`src/rtl/product_accumulator_pkg.sv`:
```
// rtl/product_accumulator_pkg.sv - shared readout state, reset constants and byte-count helper
package product_accumulator_pkg;

  typedef enum logic {
    IDLE = 1'b0,
    SEND = 1'b1
  } rd_state_t;

  localparam rd_state_t  RST_STATE   = IDLE;
  localparam logic [7:0] RST_RD_DATA = 8'h00;
  localparam logic       RST_SAT     = 1'b0;

  function automatic int nbytes(input int acc_w);
    return acc_w / 8;
  endfunction

endpackage

```
`src/rtl/product_accumulator_acc_byte_serializer.sv`:
```
// rtl/product_accumulator_acc_byte_serializer.sv - snapshots a word and streams it LSB-first as bytes
module acc_byte_serializer
  import product_accumulator_pkg::*;
#(
  parameter int ACC_W = 16
) (
  input  logic             clk,
  input  logic             rst_n,
  input  logic             ena,
  input  logic             load,
  input  logic [ACC_W-1:0] word,
  input  logic             rd_ready,
  output logic [7:0]       rd_data,
  output logic             rd_valid,
  output logic             rd_last,
  output logic             busy
);

  localparam int NBYTES = nbytes(ACC_W);
  localparam int IDX_W  = (NBYTES > 1) ? $clog2(NBYTES) : 1;

  rd_state_t        state;
  rd_state_t        state_nxt;
  logic [ACC_W-1:0] shadow;
  logic [IDX_W-1:0] idx;
  logic             last_byte;

  assign last_byte = (idx == IDX_W'(NBYTES - 1));

  // Shadow is written only on the IDLE->SEND transition so it stays frozen for the whole transfer.
  always_ff @(posedge clk or negedge rst_n) begin
    if (!rst_n) begin
      state  <= RST_STATE;
      shadow <= '0;
      idx    <= '0;
    end else if (ena) begin
      state <= state_nxt;
      if (state == IDLE && load) begin
        shadow <= word;
        idx    <= '0;
      end else if (state == SEND && rd_ready && !last_byte) begin
        idx <= idx + 1'b1;
      end
    end
  end

  always_comb begin
    state_nxt = state;
    case (state)
      IDLE:    if (load) state_nxt = SEND;
      SEND:    if (rd_ready && last_byte) state_nxt = IDLE;
      default: state_nxt = RST_STATE;
    endcase
  end

  always_comb begin
    rd_valid = 1'b0;
    rd_last  = 1'b0;
    busy     = 1'b0;
    rd_data  = RST_RD_DATA;
    if (state == SEND) begin
      rd_valid = 1'b1;
      busy     = 1'b1;
      rd_last  = last_byte;
      rd_data  = shadow[{idx, 3'b000} +: 8];
    end
  end

endmodule

```
`src/rtl/product_accumulator.sv`:
```
// rtl/product_accumulator.sv - saturating product accumulator with counter and byte readout
module product_accumulator
  import product_accumulator_pkg::*;
#(
  parameter int ACC_W   = 16,
  parameter int COUNT_W = 8
) (
  input  logic               clk,
  input  logic               rst_n,
  input  logic               ena,
  input  logic [7:0]         prod,
  input  logic               prod_valid,
  input  logic               acc_clear,
  input  logic               rd_req,
  input  logic               rd_ready,
  output logic [7:0]         rd_data,
  output logic               rd_valid,
  output logic               rd_last,
  output logic               busy,
  output logic               sat,
  output logic [COUNT_W-1:0] count
);

  logic [ACC_W-1:0] acc;
  logic [ACC_W:0]   sum;
  logic             count_full;

  assign sum        = {1'b0, acc} + {{(ACC_W - 7){1'b0}}, prod};
  assign count_full = &count;

  // Clear takes priority; a product arriving with the clear becomes the first term of the new sum.
  always_ff @(posedge clk or negedge rst_n) begin
    if (!rst_n) begin
      acc   <= '0;
      count <= '0;
      sat   <= RST_SAT;
    end else if (ena) begin
      if (acc_clear) begin
        sat <= 1'b0;
        if (prod_valid) begin
          acc   <= {{(ACC_W - 8){1'b0}}, prod};
          count <= COUNT_W'(1);
        end else begin
          acc   <= '0;
          count <= '0;
        end
      end else if (prod_valid) begin
        if (sum[ACC_W]) begin
          acc <= '1;
          sat <= 1'b1;
        end else begin
          acc <= sum[ACC_W-1:0];
        end
        if (!count_full) count <= count + 1'b1;
      end
    end
  end

  // The serializer sees the pre-update accumulator, so read-and-clear returns the old value.
  acc_byte_serializer #(
    .ACC_W (ACC_W)
  ) u_serializer (
    .clk      (clk),
    .rst_n    (rst_n),
    .ena      (ena),
    .load     (rd_req),
    .word     (acc),
    .rd_ready (rd_ready),
    .rd_data  (rd_data),
    .rd_valid (rd_valid),
    .rd_last  (rd_last),
    .busy     (busy)
  );

endmodule

```
`config.mk`:
```
export PLATFORM = sky130hd
export DESIGN_NAME = product_accumulator
export DESIGN_NICKNAME = d
export VERILOG_FILES = /design/src/rtl/product_accumulator_pkg.sv /design/src/rtl/product_accumulator_acc_byte_serializer.sv /design/src/rtl/product_accumulator.sv
export SDC_FILE = /design/constraint.sdc
export NUM_CORES = 1
export LEC_CHECK = 0
export ABC_CLOCK_PERIOD_IN_PS = 2400
export BUFFER_PORTS_ARGS = -buffer_cell sky130_fd_sc_hd__buf_2
export CAP_MARGIN = 40
export CORE_UTILIZATION = 40
export CTS_BUF_LIST = sky130_fd_sc_hd__clkbuf_8
export DETAILED_ROUTE_END_ITERATION = 10
export GPL_TIMING_DRIVEN = 0
export PLACE_DENSITY = 0.61
export SLEW_MARGIN = 20
export SYNTH_ARGS = -nofsm -noshare
export SYNTH_HDL_FRONTEND = slang
export SYNTH_HIERARCHICAL = 1
export SYNTH_SLANG_ARGS = --single-unit
```
`constraint.sdc`:
```
create_clock -name clk -period 2.4 [get_ports clk]
set_input_delay 0.48 -clock clk [delete_from_list [all_inputs] [get_ports clk]]
set_output_delay 0.48 -clock clk [all_outputs]
set_load 0.005 [all_outputs]
```
* Word level (Yosys, flattened, before mapping)
Cells that the tools add are included.
Storage, ports and cells: register bits after elaboration 43, bits of input ports 15, output and inout port bits 20, logic and storage cells 45
Cells by class: add/subtract/negate cells 3, equality and inequality tests 1, shift-type cells 1, multiplexer cells 19, bitwise gates (word level) 1, reductions and logical operators 14
Operator list (count):
- 16-bit 2-to-1 mux | 3
- 8-bit 2-to-1 mux | 5
- 16-bit by 8-bit adder with 17-bit output | 1
- 16-bit by 5-bit variable part select with 8-bit output | 1
- 1-bit 2-to-1 mux | 10
- 8-bit by 1-bit adder with 8-bit output (second input constant) | 1
- 8-bit AND reduction | 1
- 2-bit AND reduction | 3
- 3-bit AND reduction | 2
- 2-bit nonzero test | 3
- 1-bit logical AND | 4
- 2-bit inequality test (second input constant) | 1
- 1-bit case mux with 2 select lines | 1
- 1-bit adder (second input constant) | 1
- 1-bit logical NOT | 1
- 1-bit inverter | 1

* Depth between registers and ports, before layout
Gate-level depths: netlist of the first run.
depth in word-level cells 4, depth in mapped cells 9, depth with buffers taken out 8

* Hierarchy
Netlist of the first run, hierarchy kept.
By module, submodules not included:
- product_accumulator | instances 1, cells each 179, area an instance 1614.0 µm²
- acc_byte_serializer | instances 1, cells each 60, area an instance 858.3 µm²

* Least setup slack after synthesis of the first run
No wires, ideal clock.
kind input -> register, from in prod[0], to reg acc[10], arrival time 2.222 ns, data required time 2.273 ns, path slack 0.051 ns, stages on the path 9, path through ha_1 > fa_1 > a211oi_1 > o21ai_2 > o21ai_2 > nor3_4 > buf_4 > nor4_1 > nor3_1
Between the ends: cells in the longest elaborated chain, start to end 4
Ends and longest elaborated chain:
- start, declared | RTL line product_accumulator.sv:11 | input logic [7:0] prod,
- 16-bit by 8-bit adder with 17-bit output | RTL line product_accumulator.sv:28 | assign sum = {1'b0, acc} + {{(ACC_W - 7){1'b0}}, prod};
- 16-bit 2-to-1 mux | RTL line product_accumulator.sv:48 | if (sum[ACC_W]) begin
- 16-bit 2-to-1 mux | RTL line product_accumulator.sv:47 | end else if (prod_valid) begin
- 16-bit 2-to-1 mux | RTL line product_accumulator.sv:38 | if (acc_clear) begin
- end signal, assigned | RTL line product_accumulator.sv:41 | acc <= {{(ACC_W - 8){1'b0}}, prod};
- end signal, assigned | RTL line product_accumulator.sv:52 | acc <= sum[ACC_W-1:0];
- end, declared | RTL line product_accumulator.sv:24 | logic [ACC_W-1:0] acc;
No other way between the ends. The select of a mux whose other input is x is not followed. A chain may end at the register's enable or synchronous reset.

* Worst setup path in the final report of the first run
from reg acc[0], to reg acc[10]
Between the ends: cells in the longest elaborated chain, start to end 4
Ends and longest elaborated chain (RTL line):
- 16-bit by 8-bit adder with 17-bit output | product_accumulator.sv:28
- 16-bit 2-to-1 mux | product_accumulator.sv:48
- 16-bit 2-to-1 mux | product_accumulator.sv:47
- 16-bit 2-to-1 mux | product_accumulator.sv:38
No other way between the ends. The select of a mux whose other input is x is not followed.

==> flow_summary.yaml, run 1 <==
timing:
  hold_viol_final: 0
  skew_ps: 10.49
  max_freq_mhz: 449.1
  finalCriticalPeriod_ps: 2226
  slew_viol_final: 0
  rsz0062_at_grt: "no"
  slew_headroom_pct: 55.77
  setup_viol_count_final: 0
  finalCritPeriodShare_pct: 92.77
  worstMarginPinSlew_ps: 663.4
  fin_setup_tns_ps: 0
critical_path:
  cp-start-kind: "register"
  worstPathRequired_ps: 2580
  endpoint_kind: "register"
  cp_max_fo: 10
  path_class: "reg -> reg"
  arrival_ps: 2400
synthesis:
  synth_ff_type: "dfrtp_1"
  synth_nets: 264
  ys_ff_latch: 43
  synth_top_area_share_pct: 43.52
  synth_seq_area_share_pct: 43.52
  netlist_area_um2: 2472
  ys.warnings.count: 6
  synth_top_area_cell: "dfrtp_1"
  synth_edf_count: 0
  async_flop_share_pct: 100.0
  yosys.cell_types.count: 51
  syn_area_per_cell_um2: 10.34
  synth_commonest_cells: "dfrtp_1, nor2_1, a21oi_1"
  synthCells: 239
  synth.most_common_cell: "dfrtp_1"
  synth_area_leaders: "dfrtp_1, mux2_4, nor2_1"
worst_hold_path:
  hold_class: "in -> async"
floorplan:
  core_area_um2: 5956
  die_y_um: 80.62
  die_area_um2: 6500
  start_util_pct: 41.51
  die_w_um: 80.62
  rows: 28
  io_pins: 35
power_and_ir_drop:
  switching_share_pct: 34.44
  power_frac_seq_pct: 45.1
  pwr-share-comb_pct: 35.7
  power_density_nw_per_um2: 789.6
  p_leak_nw: 1.422
  ir_worst_vdd_uv: 438.7
  internal_power_w: 0.001497
  power_frac_clock_pct: 19.2
  p_switching_w: 0.0007862
global_route:
  grt_usage_pct: 18.14
  grt_max_degree: 28
  overflow: 0
  antenna_found_initial: 0
  grt_pass1_vias: 1802
  grt_pass1_wl_um: 8880
placement:
  dp_hpwl_um: 4008
  numPortBuffers: 34
  routabilityCongestion: 0.7978
final_layout:
  layout-drive-gt1-share_pct: 28.07
  fin_util_pct: 48.55
  fillers: 568
  num-nets-final: 309
  num_antenna_cells: 0
  layout-area-overhead-vs-synth_pct: 16.95
cts:
  cts_buffer_depth: 2
  cts_tree: "yes"
  numCtsBuffers: 5
  htree_levels: 2
  insertion_delay_ps: 300
  clock-sinks: 43
  clk_pin_slew_ps: 80
  cts_hold_buf: 0
  cts-root-buf: "clkbuf_8"
drt:
  vias_per_cell: 5.356
  wl_per_cell_um: 14.90
  ant_nets: 0
  drc: 0
  routed-via-count: 1928
  drt_wl_total_um: 5363
  drt-pass1-iter-count: 4
  drtIter0Drc: 121
run:
  cap_violations: 0
run_status:
  status: "finished, final reports clean"
-- through the flow --
stage	setup WS [ps]	power [W]	instance area [µm²]	hold slack, ps	std cells
floorplan	50.77	0.001597	2472	184.4	239
global route	41.07	0.002459	2892	249.8	360
global placement	-305.0	0.001808	2736	487.0	348
CTS	2.551	0.002285	2858	224.9	357
finish	173.6	0.002283	2892	203.8	360
detailed placement	-344.4	0.001839	2764	495.3	349
-- cells in the final DEF, fill, tap and decap left out, types with 8 or more instances in the layout --
cell     netlist  routed
a21oi_1       17      17
mux2_4        10      10
nand2_1       14      14
dfrtp_1       43      43
nor2_1        32      32
ha_1           9       8
mux2i_1        8       8
a22oi_1        8       8
buf_2          1      35
o21ai_1        8       8
inv_1          6       8
-- final timing paths --
path	start	end	slack (ps)	cells past startpoint
min in group clk	rd_ready	u_serializer/state	390	2
worst max register to register	acc[0]	acc[10]	170	9
worst min register to register	u_serializer/shadow[13]	u_serializer/shadow[13]	510	1
worst max-delay path	acc[0]	acc[10]	170	9
max in group asynchronous	rst_n	count[6]	1670	2
worst min-delay path	rst_n	u_serializer/shadow[4]	200	1
-- sequential cells by signal (all words and copies together) (netlist names) --
signal               count
acc                     16
count                    8
u_serializer/state       1
u_serializer/idx         1
u_serializer/shadow     16
sat                      1
-- layout make-up --
| cell class | instances | area, µm² | share of cell area (%) |
|---|---|---|---|
| sequential | 43 | 1076 | 37.21 |
| inverter | 7 | 26.28 | 0.9087 |
| timing repair buffer | 38 | 220.2 | 7.616 |
| clock buffer | 5 | 68.82 | 2.380 |
| clock inverter | 3 | 12.51 | 0.4327 |
| tap | 75 | 93.84 | 3.245 |
| multi-input combinational | 181 | 1340 | 46.34 |
| buffer | 8 | 53.80 | 1.861 |
-- worst max-delay path, cell delays in order, from the launching register on --
cell and delay (ps):
dfrtp_1 400, ha_2 200, fa_2 370, a211oi_2 220
o21ai_2 120, o21ai_4 270, nor3_4 100, buf_4 200
nor4_2 140, nor3_1 70
-- power groups by stage --
stage                     clock [W]  combinational [W]  sequential [W]
after floorplan                   0           0.000605        0.000993
after global placement            0           0.000769         0.00104
after detailed placement          0           0.000795         0.00104
after CTS                  0.000449           0.000804         0.00103
after global routing       0.000485           0.000919         0.00106
final                      0.000438           0.000815         0.00103
-- per-layer routing --
metal | GRT usage, % | vias to the layer above | part of all wire, %
met4 | 5.714 | 0 | 1.5
li1 | - | 963 | -
met5 | 0 | - | 0
met2 | 26.78 | 32 | 46
met1 | 26.12 | 926 | 49
met3 | 3.977 | 7 | 3.6
-- repair_timing --
| action | in CTS | in global routing |
|---|---|---|
| pin swaps | 0 | 4 |
| setup endpoints to repair | 11 | 12 |
| gates resized for setup | 2 | 3 |
| setup buffers | 0 | 3 |
-- cell families after synthesis --
group | after synthesis | synth area share (%)
AO/OA/AOI/OAI | 62 | 16.80
XOR/XNOR | 10 | 3.542
adder cells (fa/ha/maj) | 10 | 5.364
buffers and inverters | 15 | 3.238
flip-flops | 43 | 43.52
multiplexers | 24 | 12.04
AND/OR/NAND/NOR | 75 | 15.49
Power figures use the tool's default switching activity.
==> inputs of run 2 (changes only) <==
--- a/config.mk
+++ b/config.mk
@@ -5,6 +5,7 @@
 export SDC_FILE = /design/constraint.sdc
 export NUM_CORES = 1
 export LEC_CHECK = 0
+export ABC_AREA = 1
 export ABC_CLOCK_PERIOD_IN_PS = 2400
 export BUFFER_PORTS_ARGS = -buffer_cell sky130_fd_sc_hd__buf_2
 export CAP_MARGIN = 40
==> run 2 against run 1 <==
  * Fmax rose by 8.0%
  * Clock power increased by 4.6%
  * Non-clock buffer count unchanged
  * Critical endpoint is now acc[14]
  * Critical path type unchanged
  * Power increased by 9.4%
  * Area after synthesis is 15% higher
  * Routed wire length grew 25%
  * Worst hold slack lost 61 ps
  * Largest cell class unchanged
  * Clock-buffer cell count unchanged
  * Die area increased by 15%
  * Clock skew fell by 4.2 ps
==> flow_summary.yaml, run 2 <==
run_status:
  status: "finished, final reports clean"
timing:
  max_freq_mhz: 485.1
  finalCriticalPeriod_ps: 2062
  slew_headroom_pct: 60.63
  slew_viol_final: 0
  fin_setup_tns_ps: 0
  fin_hold_ws_ps: 143.0
  finalCritPeriodShare_pct: 85.90
  hold_viol_final: 0
  setup_viol_count_final: 0
  layout_setup_ws_ps: 338.5
  worstMarginPinSlew_ps: 588.4
  skew_ps: 6.287
  rsz0062_at_grt: "no"
worst_hold_path:
  hold_class: "in -> async"
cts:
  clk_pin_slew_ps: 90
  cts_resized: 0
  cts_hold_buf: 0
  cts_buffer_depth: 2
  insertion_delay_ps: 290
  clock-sinks: 43
  cts-root-buf: "clkbuf_8"
  cts_tree: "yes"
  numCtsBuffers: 5
  htree_levels: 2
  cts_setup_buffers: 0
drt:
  wl_per_cell_um: 12.84
  vias_per_cell: 4.929
  drtIter0Drc: 115
  routed-via-count: 2573
  drc: 0
  ant_nets: 0
  drt-pass1-iter-count: 4
  drt_wl_total_um: 6702
synthesis:
  synth_ff_type: "dfrtp_1"
  synth_top_area_share_pct: 37.87
  ys.warnings.count: 6
  synth_edf_count: 0
  synthCells: 384
  synth.most_common_cell: "nand2_1"
  async_flop_share_pct: 100.0
  synth_area_leaders: "dfrtp_1, nand2_1, nand4_1"
  synth_nets: 409
  synth_seq_area_share_pct: 37.87
  netlist_area_um2: 2841
  syn_area_per_cell_um2: 7.400
  yosys.cell_types.count: 37
  ys_ff_latch: 43
  synth_top_area_cell: "dfrtp_1"
  synth_commonest_cells: "nand2_1, dfrtp_1, nor2_1"
critical_path:
  endpoint_kind: "register"
  path_class: "reg -> reg"
  worstPathRequired_ps: 2590
  cp_max_fo: 10
  worst-r2r-cell-count: 12
  regToRegSetupSlack_ps: 340
  worst_r2r_startpoint: "acc[0]"
  cp-start-kind: "register"
  arrival_ps: 2250
  reg2reg_to: "acc[14]"
placement:
  routabilityCongestion: 0.8872
  numPortBuffers: 33
  dp_hpwl_um: 5234
  pre_cts_slack_ps: 153.9
  placed_cells: 514
global_route:
  grt_max_degree: 25
  grt_pass1_wl_um: 11450
  grt_pass1_vias: 2463
  antenna_found_initial: 0
  grt_usage_pct: 19.80
  overflow: 0
floorplan:
  start_util_pct: 41.59
  io_pins: 35
  die_area_um2: 7445
  die_w_um: 86.29
  die_y_um: 86.29
  core_area_um2: 6832
  rows: 30
final_layout:
  fillers: 717
  seq_area_um2: 1076
  layout-drive-gt1-share_pct: 18.78
  multi_input_area_um2: 1541
  num_antenna_cells: 0
  fin_util_pct: 47.31
  top_regs: "acc: 16 flops, u_serializer/shadow: 16 flops, count: 8 flops"
  num-nets-final: 450
  layout-area-overhead-vs-synth_pct: 13.74
  fin_cells: 522
  layout_commonest_cell: "nand2_1"
  layout_common_cells: "nand2_1, dfrtp_1, buf_2, nor2_1, inv_1"
run:
  cap_violations: 0
power_and_ir_drop:
  power_density_nw_per_um2: 772.7
  p_leak_nw: 1.771
  ir_worst_vdd_uv: 475.6
## run 2: cells by family (layout without fill, tap and decap cells)
family	Yosys count	count (layout)	synth area share [%]
AO/OA/AOI/OAI	40	40	8.807
XOR/XNOR	7	7	2.158
adder cells (fa/ha/maj)	10	10	4.668
buffers and inverters	46	88	7.882
flip-flops	43	43	37.87
AND/OR/NAND/NOR	238	238	38.62
## run 2: power by group
group	total [W]	internal [W]	leakage (nW)	switching, W
Combinational	0.00103	0.000422	1.15	0.000608
Sequential	0.00101	0.000873	0.571	0.000138
Clock	0.000458	0.000200	0.0453	0.000258
Total	0.00250	0.00149	1.77	0.00100
## run 2: worst max path at each step
| stage | start | to | slack (ps) | cells past startpoint |
|---|---|---|---|---|
| detailed placement | prod[0] | acc[14] | 150 | 13 |
| global route | acc[0] | acc[7] | 220 | 12 |
| finish | acc[0] | acc[14] | 340 | 12 |
| floorplan | prod[0] | acc[10] | 440 | 12 |
| global placement | prod[0] | acc[14] | 180 | 13 |
| CTS | acc[0] | acc[14] | 340 | 12 |
## run 2: layout make-up
class                   count  area share, %
multi-input cells         295          47.70
flip-flops and latches     43          33.29
repair buffers             34          5.730
inverters                  34          3.949
well taps                  96          3.717
plain buffers              12          2.981
clock buffers               5          2.129
clock inverters             3         0.5033
## run 2: through the flow
stage	total power, W	cell area, µm²
after floorplan	0.001734	2841
after global placement	0.002033	3127
after detailed placement	0.002060	3147
after CTS	0.002528	3232
after global routing	0.002734	3232
final	0.002497	3232
## run 2: critical path: stages (launching register included)
cell	delay, ps
dfrtp_1	420
ha_1	220
fa_1	390
nand2_1	100
nand2_1	80
and2_4	160
nand2_2	70
nand2_4	80
nand2_4	90
buf_6	160
nand3_2	80
nand2_1	50
nand2_1	40
## run 2: layer usage
metal | routed length, µm | up-vias | share of wire (%) | GRT usage, %
li1 | - | 1333 | - | -
met4 | 79 | 0 | 1.2 | 5.000
met1 | 3076 | 1178 | 46 | 25.29
met2 | 3269 | 56 | 49 | 34.92
met5 | 0 | - | 0 | 0
met3 | 276 | 6 | 4.1 | 3.143
==> inputs of run 3 (changes only) <==
--- a/config.mk
+++ b/config.mk
@@ -13,7 +13,7 @@
 export CTS_BUF_LIST = sky130_fd_sc_hd__clkbuf_8
 export DETAILED_ROUTE_END_ITERATION = 10
 export GPL_TIMING_DRIVEN = 0
-export PLACE_DENSITY = 0.61
+export PLACE_DENSITY = 0.7
 export SLEW_MARGIN = 20
 export SYNTH_ARGS = -nofsm -noshare
 export SYNTH_HDL_FRONTEND = slang
==> run 3 against run 2 <==
  * Core utilization is 0.11 points higher
  * Sequential power hardly changed
  * Flip-flop and latch count stayed put
  * Clock skew is 0.75 ps higher
  * Critical path depth stayed put
  * Highest routed layer unchanged
  * First-iteration DRC count is 31% higher
  * Cell area is 0.23% higher
  * Critical path type unchanged
==> flow_summary.yaml, run 3 (same netlist as run 2, synthesis figures left out) <==
run_status:
  status: "finished, final reports clean"
drt:
  drtIter0Drc: 151
  routed-via-count: 2587
  drc: 0
  wl_per_cell_um: 12.33
  ant_nets: 0
  vias_per_cell: 4.956
  drt-pass1-iter-count: 4
  drt_wl_total_um: 6437
cts:
  htree_levels: 2
  clock-sinks: 43
  cts_hold_buf: 0
  cts_setup_buffers: 0
  clk_pin_slew_ps: 90
  cts_tree: "yes"
  cts_buffer_depth: 2
  cts-root-buf: "clkbuf_8"
  numCtsBuffers: 5
  insertion_delay_ps: 300
  cts_resized: 0
power_and_ir_drop:
  p_leak_nw: 1.766
  power_density_nw_per_um2: 777.1
  ir_worst_vdd_uv: 364.8
critical_path:
  endpoint_kind: "register"
  arrival_ps: 2250
  worst_r2r_startpoint: "acc[0]"
  regToRegSetupSlack_ps: 360
  path_class: "reg -> reg"
  cp_max_fo: 10
  cp_slowest_stage_delay_ps: 420
  worst-r2r-cell-count: 12
  path_buf_inv: 1
  reg2reg_to: "acc[9]"
  path_cells: "ha_1 -> fa_1 -> nand2_1 -> nand2_1 -> and2_4 -> nand2_2 -> nand2_4 -> nand2_4 -> buf_6 -> nand3_2 -> nand2_1 -> nand2_1"
  worstPathRequired_ps: 2600
  cp-start-kind: "register"
  cp_slowest_cell: "dfrtp_1"
  path_common_cell: "nand2_1"
  cp_top_family: "simple AND/OR/NAND/NOR gates"
placement:
  pre_cts_slack_ps: 157.2
  routabilityCongestion: 0.8986
  dp_hpwl_um: 5059
  numPortBuffers: 33
floorplan:
  die_y_um: 86.29
  start_util_pct: 41.59
  core_area_um2: 6832
  io_pins: 35
  die_w_um: 86.29
  die_area_um2: 7445
  rows: 30
timing:
  skew_ps: 7.033
  hold_viol_final: 0
  slew_viol_final: 0
  fin_setup_tns_ps: 0
  finalCritPeriodShare_pct: 85.18
  worstMarginPinSlew_ps: 613.4
  rsz0062_at_grt: "no"
  max_freq_mhz: 489.1
  setup_viol_count_final: 0
  slew_headroom_pct: 58.96
  layout_setup_ws_ps: 355.6
  finalCriticalPeriod_ps: 2044
final_layout:
  layout-drive-gt1-share_pct: 19.01
  fillers: 717
  num-nets-final: 450
  top_regs: "acc: 16 flops, u_serializer/shadow: 16 flops, count: 8 flops"
  layout_commonest_cell: "nand2_1"
  layout_common_cells: "nand2_1, dfrtp_1, buf_2, nor2_1, inv_1"
  seq_area_um2: 1076
  layout-area-overhead-vs-synth_pct: 14.00
  num_antenna_cells: 0
  multi_input_area_um2: 1541
global_route:
  grt_max_degree: 25
  antenna_found_initial: 0
  grt_pass1_vias: 2487
  grt_pass1_wl_um: 11180
  overflow: 0
  grt_usage_pct: 19.11
run:
  cap_violations: 0
worst_hold_path:
  hold_class: "in -> async"
-- run 3: per-layer routing --
metal | vias to the layer above | global-route usage (%) | share of wire (%)
met2 | 58 | 33.84 | 48
met4 | 0 | 5.758 | 1.6
met5 | - | 0 | 0
li1 | 1337 | - | -
met3 | 11 | 2.952 | 5.0
met1 | 1181 | 23.99 | 45
-- run 3: metrics by stage --
step	hold slack [ps]	instance area [µm²]	power, W	utilization (%)	cells
5_1_grt	153.3	3239	0.002744	47.42	522
3_3_place_gp	451.7	3127	0.002024	45.77	513
6_report	126.5	3239	0.002517	47.42	522
4_1_cts	136.8	3239	0.002547	47.42	522
2_1_floorplan	184.4	2841	0.001734	-	384
3_5_place_dp	456.7	3147	0.002054	46.06	514
-- run 3: report_power, final --
group          leakage, nW  internal [W]  switching, W
clock network       0.0408      0.000208      0.000275
logic                 1.15      0.000421      0.000613
registers            0.571      0.000873      0.000127
-- run 3: cell type report --
cell class | count | area share (%)
well taps | 96 | 3.708
inverters | 34 | 3.940
clock inverters | 3 | 0.7339
clock buffers | 5 | 2.124
multi-input cells | 295 | 47.59
flip-flops and latches | 43 | 33.22
repair buffers | 34 | 5.716
plain buffers | 12 | 2.974
-- run 3: how the worst max path moves through the flow --
stage                 start  slack (ps)      end  cells past startpoint
floorplan           prod[0]         440  acc[10]                     12
global placement    prod[0]         170  acc[14]                     13
detailed placement  prod[0]         160   acc[9]                     13
CTS                  acc[0]         340  acc[14]                     12
global route         acc[0]         200  acc[14]                     12
finish               acc[0]         360   acc[9]                     12
